$ cat config.mk
export PLATFORM = sky130hd
export DESIGN_NAME = esfa_op_sequencer
export DESIGN_NICKNAME = d
export VERILOG_FILES = /design/src/rtl/esfa_pkg.sv /design/src/rtl/esfa_wait_timer.sv /design/src/rtl/esfa_op_sequencer.sv
export SDC_FILE = /design/constraint.sdc
export NUM_CORES = 1
export LEC_CHECK = 0
export CAP_MARGIN = 0
export CORE_UTILIZATION = 35
export DETAILED_ROUTE_END_ITERATION = 8
export GPL_ROUTABILITY_DRIVEN = 1
export PLACE_DENSITY = 0.78
export SKIP_CTS_REPAIR_TIMING = 1
export SLEW_MARGIN = 10
export SYNTH_ARGS = -nofsm -noshare
export SYNTH_HDL_FRONTEND = slang
export SYNTH_SLANG_ARGS = --single-unit
$ cat constraint.sdc
create_clock -name clk -period 1.98 [get_ports clk]
set_input_delay 0.396 -clock clk [delete_from_list [all_inputs] [get_ports clk]]
set_output_delay 0.396 -clock clk [all_outputs]
set_load 0.01 [all_outputs]
$ cat src/rtl/esfa_pkg.sv
// Shared constants for the ESFA operation sequencer: host opcodes, sequencer state
// encoding and the default bus width.
package esfa_pkg;

   localparam int ESFA_DW = 8;

   localparam int unsigned OP_UPDATE       = 0;
   localparam int unsigned OP_LOOKUP_SCAN  = 1;
   localparam int unsigned OP_LOOKUP_FINAL = 2;
   localparam int unsigned OP_ENCODE       = 3;
   localparam int unsigned OP_DELETE       = 4;
   localparam int unsigned OP_CONGRUE_UP   = 5;
   localparam int unsigned OP_CONGRUE_DOWN = 6;
   localparam int unsigned OP_MARK_AVAIL   = 7;

   localparam logic [2:0] SEQ_IDLE   = 3'd0;
   localparam logic [2:0] SEQ_ISSUE  = 3'd1;
   localparam logic [2:0] SEQ_WAIT   = 3'd2;
   localparam logic [2:0] SEQ_ISSUE2 = 3'd3;
   localparam logic [2:0] SEQ_WAIT2  = 3'd4;
   localparam logic [2:0] SEQ_RESP   = 3'd5;

   // Congruence moves only reshuffle cells, so the tree root carries no meaningful payload
   function automatic logic isVoidOp(input int unsigned op);
      return (op == OP_CONGRUE_UP) || (op == OP_CONGRUE_DOWN);
   endfunction

endpackage

$ cat src/rtl/esfa_wait_timer.sv
// Per-phase wait timing: a guard window that masks stale root_done after a start pulse,
// plus an optional give-up counter enabled by ESFA_SEQ_TIMEOUT_EN.
module esfa_wait_timer #(
   parameter int GUARD_CYC   = 2,
   parameter int TIMEOUT_CYC = 255
) (
   input  logic clk,
   input  logic rst_n,
   input  logic load,
   input  logic waiting,
   output logic guard_busy
`ifdef ESFA_SEQ_TIMEOUT_EN
   ,
   output logic timed_out
`endif
);

   localparam int GW = $clog2(GUARD_CYC + 2);

   logic [GW-1:0] guardCnt;

   // Reloaded on every start pulse; cells need these cycles to drop their old opDone
   always_ff @(posedge clk or negedge rst_n) begin
      if (!rst_n) begin
         guardCnt <= '0;
      end else if (load) begin
         guardCnt <= GW'(GUARD_CYC);
      end else if (waiting && (guardCnt != '0)) begin
         guardCnt <= guardCnt - GW'(1);
      end
   end

   assign guard_busy = (guardCnt != '0);

`ifdef ESFA_SEQ_TIMEOUT_EN
   localparam int TW = $clog2(TIMEOUT_CYC + 1);

   logic [TW-1:0] waitCnt;

   // Counts every cycle spent waiting in the current phase, saturating at the limit
   always_ff @(posedge clk or negedge rst_n) begin
      if (!rst_n) begin
         waitCnt <= '0;
      end else if (load) begin
         waitCnt <= '0;
      end else if (waiting && !timed_out) begin
         waitCnt <= waitCnt + TW'(1);
      end
   end

   assign timed_out = waiting && (waitCnt == TW'(TIMEOUT_CYC));
`endif

endmodule

$ cat src/rtl/esfa_op_sequencer.sv
// Host-side command sequencer for the ESFA cell array and NodeCombinator tree.
// Define ESFA_SEQ_TIMEOUT_EN to add a per-phase timeout reported on rsp_timeout.
module esfa_op_sequencer
   import esfa_pkg::*;
#(
   parameter int DW          = ESFA_DW,
   parameter int GUARD_CYC   = 2,
   parameter int TIMEOUT_CYC = 255
) (
   input  logic          clk,
   input  logic          rst_n,
   input  logic          cmd_valid,
   output logic          cmd_ready,
   input  logic [DW-1:0] cmd_op,
   input  logic [DW-1:0] cmd_arg,
   output logic          op_start,
   output logic [DW-1:0] op_selector,
   output logic [DW-1:0] op_arg,
   input  logic [DW-1:0] root_value,
   input  logic [DW-1:0] root_context,
   input  logic          root_bool,
   input  logic          root_done,
   output logic          rsp_valid,
   input  logic          rsp_ready,
   output logic [DW-1:0] rsp_value,
   output logic [DW-1:0] rsp_context,
   output logic          rsp_found,
   output logic          rsp_timeout
);

   logic [2:0]    state;
   logic [DW-1:0] opSel;
   logic [DW-1:0] opArg;
   logic [DW-1:0] rspValue;
   logic [DW-1:0] rspContext;
   logic          rspFound;
   logic          inIssue;
   logic          inWait;
   logic          guardBusy;
   logic          phaseDone;

   assign inIssue   = (state == SEQ_ISSUE) || (state == SEQ_ISSUE2);
   assign inWait    = (state == SEQ_WAIT)  || (state == SEQ_WAIT2);
   assign phaseDone = inWait && !guardBusy && root_done;

`ifdef ESFA_SEQ_TIMEOUT_EN
   logic timedOut;
   logic rspTimeout;
`endif

   esfa_wait_timer #(
      .GUARD_CYC   (GUARD_CYC),
      .TIMEOUT_CYC (TIMEOUT_CYC)
   ) waitTimer (
      .clk        (clk),
      .rst_n      (rst_n),
      .load       (inIssue),
      .waiting    (inWait),
      .guard_busy (guardBusy)
`ifdef ESFA_SEQ_TIMEOUT_EN
      ,
      .timed_out  (timedOut)
`endif
   );

   // Command flow; a found lookup scan re-issues itself as a finalizer at the winning context
   always_ff @(posedge clk or negedge rst_n) begin
      if (!rst_n) begin
         state      <= SEQ_IDLE;
         opSel      <= '0;
         opArg      <= '0;
         rspValue   <= '0;
         rspContext <= '0;
         rspFound   <= 1'b0;
`ifdef ESFA_SEQ_TIMEOUT_EN
         rspTimeout <= 1'b0;
`endif
      end else begin
         case (state)
            SEQ_IDLE: begin
               if (cmd_valid) begin
                  opSel <= cmd_op;
                  opArg <= cmd_arg;
                  state <= SEQ_ISSUE;
               end
            end
            SEQ_ISSUE: state <= SEQ_WAIT;
            SEQ_WAIT: begin
               if (phaseDone) begin
                  if (opSel == DW'(OP_LOOKUP_SCAN)) begin
                     if (root_bool) begin
                        opSel <= DW'(OP_LOOKUP_FINAL);
                        opArg <= root_context;
                        state <= SEQ_ISSUE2;
                     end else begin
                        rspValue   <= '0;
                        rspContext <= '0;
                        rspFound   <= 1'b0;
                        state      <= SEQ_RESP;
                     end
                  end else if (isVoidOp(32'(opSel))) begin
                     rspValue   <= '0;
                     rspContext <= '0;
                     rspFound   <= 1'b0;
                     state      <= SEQ_RESP;
                  end else begin
                     rspValue   <= root_value;
                     rspContext <= root_context;
                     rspFound   <= root_bool;
                     state      <= SEQ_RESP;
                  end
               end
`ifdef ESFA_SEQ_TIMEOUT_EN
               else if (timedOut) begin
                  rspValue   <= '0;
                  rspContext <= '0;
                  rspFound   <= 1'b0;
                  rspTimeout <= 1'b1;
                  state      <= SEQ_RESP;
               end
`endif
            end
            SEQ_ISSUE2: state <= SEQ_WAIT2;
            SEQ_WAIT2: begin
               if (phaseDone) begin
                  rspValue   <= root_value;
                  rspContext <= root_context;
                  rspFound   <= root_bool;
                  state      <= SEQ_RESP;
               end
`ifdef ESFA_SEQ_TIMEOUT_EN
               else if (timedOut) begin
                  rspValue   <= '0;
                  rspContext <= '0;
                  rspFound   <= 1'b0;
                  rspTimeout <= 1'b1;
                  state      <= SEQ_RESP;
               end
`endif
            end
            SEQ_RESP: begin
               if (rsp_ready) begin
                  state <= SEQ_IDLE;
`ifdef ESFA_SEQ_TIMEOUT_EN
                  rspTimeout <= 1'b0;
`endif
               end
            end
            default: state <= SEQ_IDLE;
         endcase
      end
   end

   assign cmd_ready   = (state == SEQ_IDLE);
   assign op_start    = inIssue;
   assign op_selector = opSel;
   assign op_arg      = opArg;
   assign rsp_valid   = (state == SEQ_RESP);
   assign rsp_value   = rspValue;
   assign rsp_context = rspContext;
   assign rsp_found   = rspFound;

`ifdef ESFA_SEQ_TIMEOUT_EN
   assign rsp_timeout = rspTimeout;
`else
   assign rsp_timeout = 1'b0;
`endif

endmodule
## Yosys cells after proc, flatten, opt, wreduce, memory -nomap -nowiden

Cells that the tools add are included.

- Input port bits: 38
- Register bits after elaboration: 38
- Logic and storage cells: 74
- Output and inout port bits: 37

- Mux-type cells: 36
- Eq/ne operators: 15
- Reduce and logical (&&, ||, !) cells: 15
- $add $sub $neg: 1

Operator list:

| cell | number |
|---|---|
| 2-to-1 mux 8 bit | 17 |
| case mux 8 bit (2 select lines) | 4 |
| 2-to-1 mux 3 bit | 6 |
| case mux 3 bit (6 select lines) | 1 |
| == test 8 x 3 -> 1 bit, second input constant | 2 |
| == test 8 x 1 -> 1 bit, second input constant | 1 |
| inequality test 2 bit, second input constant | 4 |
| AND reduction 4 bit | 2 |
| nonzero test 2 bit | 4 |
| == test 3 x 2 -> 1 bit, second input constant | 2 |
| == test 3 bit, second input constant | 2 |
| 2-to-1 mux 1 bit | 5 |
| AND reduction 5 bit | 1 |
| 2-to-1 mux 2 bit | 2 |
| inequality test 2 x 1 -> 1 bit, second input constant | 2 |
| == test 3 x 1 -> 1 bit, second input constant | 1 |
| logical AND 1 bit | 3 |
| logical NOT 3 bit | 1 |
| logical OR 1 bit | 3 |
| inequality test 3 bit, second input constant | 1 |
| case mux 1 bit (2 select lines) | 1 |
| subtractor 2 x 1 -> 2 bit, second input constant | 1 |
| logical NOT 1 bit | 1 |

## Logic depth before layout (Yosys ltp)

- Depth after elaboration: 6
- Mapped depth: 8
- Gate-level depth less buffers: 6

## By module

Synthesis repeated with hierarchy kept, for this count alone.

- Cell total of the unflattened synthesis: 136
- Area total of the unflattened synthesis: 1,735.4 um^2

Modules (own cells, without submodules):

| module | instances | cells each | area an instance (um^2) | sequential area each (um^2) |
|---|---|---|---|---|
| esfa_op_sequencer | 1 | 123 | 1,606.5 | 900.9 |
| esfa_wait_timer | 1 | 13 | 128.9 | 50.0 |

## Worst setup path after synthesis

No wires, ideal clock.

- Kind: flip-flop to flip-flop
- Start point: reg opSel[1] (netlist: op_selector[1])
- End point: reg opArg[0] (netlist: op_arg[0])
- Period minus slack after synthesis: 1,732 ps
- Setup slack: 248 ps
- Stages on the path, launching flop included: 5
- Path buffers: 0
- Setup time: 125 ps
- Arrival: 1,607 ps
- Data required time: 1,855 ps
- Cell sequence: dfrtp_1 -> and4bb_2 -> nand3_1 -> o31ai_4 -> mux2_2

- Word-level cells in the longest chain between the ends: 3

RTL lines:

| what | line | text |
|---|---|---|
| start: declaration | esfa_op_sequencer.sv:32 | `logic [DW-1:0] opSel;` |
| start signal: assignment | esfa_op_sequencer.sv:82 | `opSel <= cmd_op;` |
| start signal: assignment | esfa_op_sequencer.sv:92 | `opSel <= DW'(OP_LOOKUP_FINAL);` |
| == test 8 x 1 -> 1 bit | esfa_op_sequencer.sv:90 | `if (opSel == DW'(OP_LOOKUP_SCAN)) begin` |
| inequality test 2 x 1 -> 1 bit (no line) | - |  |
| AND reduction 5 bit (no line) | - |  |
| end signal: assignment | esfa_op_sequencer.sv:83 | `opArg <= cmd_arg;` |
| end signal: assignment | esfa_op_sequencer.sv:93 | `opArg <= root_context;` |
| end: declaration | esfa_op_sequencer.sv:33 | `logic [DW-1:0] opArg;` |

Every way passes these cells.
A chain may end at the register's enable or synchronous reset.

## Worst setup path after layout

- Start point: reg state[0]
- End point: reg opArg[5] (netlist: op_arg[5])

- Word-level cells in the longest chain between the ends: 6
- Elaborated cells between the ends (all ways): 13
- Classes of those cells: eq/ne (6); mux (1); reduce/logical (6)

RTL lines:

| what | line | text |
|---|---|---|
| start: declaration | esfa_op_sequencer.sv:31 | `logic [2:0] state;` |
| start signal: assignment | esfa_op_sequencer.sv:69 | `state <= SEQ_IDLE;` |
| start signal: assignment | esfa_op_sequencer.sv:84 | `state <= SEQ_ISSUE;` |
| start signal: assignment | esfa_op_sequencer.sv:87 | `SEQ_ISSUE: state <= SEQ_WAIT;` |
| == test 3 x 2 -> 1 bit or == test 3 bit (tied branches) | esfa_op_sequencer.sv:43, esfa_op_sequencer.sv:79 |  |
| logical OR 1 bit | esfa_op_sequencer.sv:43 | `assign inWait = (state == SEQ_WAIT) \|\| (state == SEQ_WAIT2);` |
| logical AND 1 bit (2 in a row) | esfa_op_sequencer.sv:44 | `assign phaseDone = inWait && !guardBusy && root_done;` |
| inequality test 2 bit (no line) | - |  |
| AND reduction 5 bit (no line) | - |  |

Several ways; a longest one is shown, not always the timed one.

==> impl_metrics.tcl <==
set metrics [dict create \
    status "finished, final reports clean" \
    drt-total-wl_microns 4270 \
    ys_ff_latch 38 \
    min_period_ns 1.90 \
    htree_levels 2 \
    postSynthCellCount 175 \
    slew_violations 0 \
    drive_gt1_share_pct 20.2 \
    port-buffer-count 73 \
    crit_chain "buf_4 -> or3b_4 -> o31ai_4 -> buf_4 -> mux2_2" \
    dr.pass1.iters 5 \
    slowest_stage "or3b_4" \
    maxCapViolCount 0 \
    routed_via_density 4.66 \
    vias 1548 \
    nets 300 \
    grtUsageTotal_pct 15.8 \
    cp-start-kind "flop" \
    rsz0062_at_grt "false" \
    register_area_sq_um 951 \
    cts.reportedPaths.clkPinSlew_ns 0.07 \
    final.fill_count 478 \
    required_ns 2.16 \
    end_kind "flop" \
    final_cells 332 \
    num_rows 26 \
    grt_pass1_wl_microns 7210 \
    insertion_delay_ns 0.29 \
    startpoint "state[0]" \
    antenna_found_initial 0 \
    critPathMaxFanout 10 \
    dp.cells 323 \
    clockRootBuffer "clkbuf_8" \
    r2r-start "state[0]" \
    p_per_area_mw_per_mm2 1480 \
    start_util_pct 36.9 \
    p_leak_nw 1.45 \
    drc_errors 0 \
    hold_slack_ns 0.159 \
    slowest_delay_ns 0.48 \
    dpl.hpwl_microns 3260 \
    setup_tns_ns 0 \
    slew_headroom_pct 51.0 \
    crit_family "simple AND/OR/NAND/NOR gates" \
    syn_area_sq_mm 0.00192 \
    yosysSeqAreaShare_pct 49.6 \
    dieArea_sq_mm 0.00578 \
    fp.coreArea_sq_mm 0.00520 \
    synth_nets 214 \
    drt_iter0_drc 27 \
    peakVddDrop_mv 0.811 \
    syn_to_final_growth_pct 50.9 \
    place_congestion 0.796 \
    antenna_cells 0 \
    synth_cell_types 36 \
    hold_violations 0 \
    finalCritPeriodShare_pct 96.2 \
    finClkSkew_ns 0.00647 \
    numCtsBuffers 5 \
    die_height_microns 76.0 \
    critical_path_class "reg -> reg" \
    grt_pass1_vias 1531 \
    setup_viol 0 \
    arrival_ns 2.08 \
    design_area_sq_mm 0.00289 \
    cp_common_cell "buf_4" \
    grt_overflow 0 \
    hold_path_class "in -> async" \
    yosysWarnings 0 \
    grt_max_degree 35 \
    cts.sinks 38 \
    cts_tree "done" \
    ios 75 \
    multiInputGateArea_sq_um 807 \
    path_buf_inv 2 \
    clock_path_buffers 2 \
    detail-route-antenna-nets 0 \
    wl_per_cell_microns 12.8 \
    tightest_slew_ns 0.735 \
    fmax_mhz 525 \
    dpl_cell_area_sq_mm 0.00277 \
    fin_util_pct 55.6 \
    avgSynthCellArea_sq_um 11.0 \
    die-width_microns 76.0 \
]
==> final timing paths <==
| path | to | cells past startpoint | slack, ns |
|---|---|---|---|
| worst min register to register | op_arg[0] | 1 | 0.51 |
| worst max-delay path | op_arg[5] | 5 | 0.08 |
| worst max register to register | op_arg[5] | 5 | 0.08 |
| min in group clk | op_arg[0] | 1 | 0.51 |
| max in group asynchronous | rsp_context[6] | 2 | 1.27 |
| worst min-delay path | op_selector[5] | 1 | 0.16 |
==> cell type report <==
| class | instances | share of cell area [%] |
|---|---|---|
| flip-flops and latches | 38 | 32.9 |
| repair buffers | 88 | 29.4 |
| multi-input cells | 104 | 27.9 |
| inverters | 24 | 3.11 |
| well taps | 70 | 3.03 |
| clock buffers | 5 | 2.38 |
| clock inverters | 3 | 1.38 |
==> power by group <==
| part | internal, mW | total [mW] | switching (mW) | leakage (nW) |
|---|---|---|---|---|
| Clock | 0.371 | 0.640 | 0.269 | 0.0579 |
| Combinational | 1.31 | 2.25 | 0.942 | 0.962 |
| Sequential | 1.16 | 1.40 | 0.242 | 0.434 |
| Total | 2.84 | 4.29 | 1.45 | 1.45 |
==> stage by stage <==
stage	total power, mW	worst slack, ns
finish	4.29	0.0756
global route	4.60	0.00641
CTS	4.34	-0.0479
detailed placement	3.67	-0.143
global placement	3.61	-0.110
floorplan	2.59	0.248
==> cell usage in the layout, fill, tap and decap left out, drive strengths merged, types with 2 or more instances in the layout <==
cell type       n
nor3            3
a31oi           4
nand2          24
o21ai           5
nor2            5
or3b            2
clkbuf          5
dlymetal6s2s    3
dfrtp          38
nor2b           3
o22ai           2
clkdlybuf4s50  69
mux2           22
inv            24
clkinv          2
a21oi           2
buf            16
mux2i          17
==> sequential cells by signal, indices dropped and copies added (netlist names) <==
| register | cells |
|---|---|
| rsp_found | 1 |
| waitTimer.guardCnt | 2 |
| op_arg | 8 |
| rsp_value | 8 |
| rsp_context | 8 |
| op_selector | 8 |
| state | 3 |
==> synthesized netlist by cell type (all sizes together) <==
master    n  area share, %
a21oi     2           0.52
a2bb2oi   1           0.46
a31oi     4            1.3
and2      1           0.33
and3b     1           0.46
and4bb    1           0.65
buf       6            3.3
clkbuf    3           0.59
conb      1           0.20
dfrtp    38             50
ha        1           0.65
inv      24            4.7
mux2     22             13
mux2i    17            8.9
nand2    24            4.7
nand3     1           0.26
nor2      5           0.98
nor2b     3           0.98
nor3      3            1.0
o2111ai   1           0.78
o211ai    1           0.39
o21ai     5            1.3
o221ai    1           0.46
o22a      1           0.52
o22ai     2           0.65
o31ai     1            1.1
o32ai     1           0.46
or2b      1           0.39
or3b      2            1.0
xnor2     1           0.46
==> kinds of logic after synthesis <==
| logic type | after synthesis | synth area share, % |
|---|---|---|
| flip-flops | 38 | 49.6 |
| other | 1 | 0.196 |
| AO/OA/AOI/OAI | 20 | 7.96 |
| multiplexers | 39 | 21.8 |
| XOR/XNOR | 1 | 0.457 |
| AND/OR/NAND/NOR | 42 | 10.8 |
| buffers and inverters | 33 | 8.54 |
| adder cells (fa/ha/maj) | 1 | 0.652 |
==> layer usage <==
layer	global-route usage [%]	up-vias	part of all wire, %
met1	19.5	742	45
met3	4.07	4	4.4
met2	26.9	43	50
met4	5.19	0	1.3
li1	-	759	-
met5	0	-	0
(Power assumes the default switching activity.)
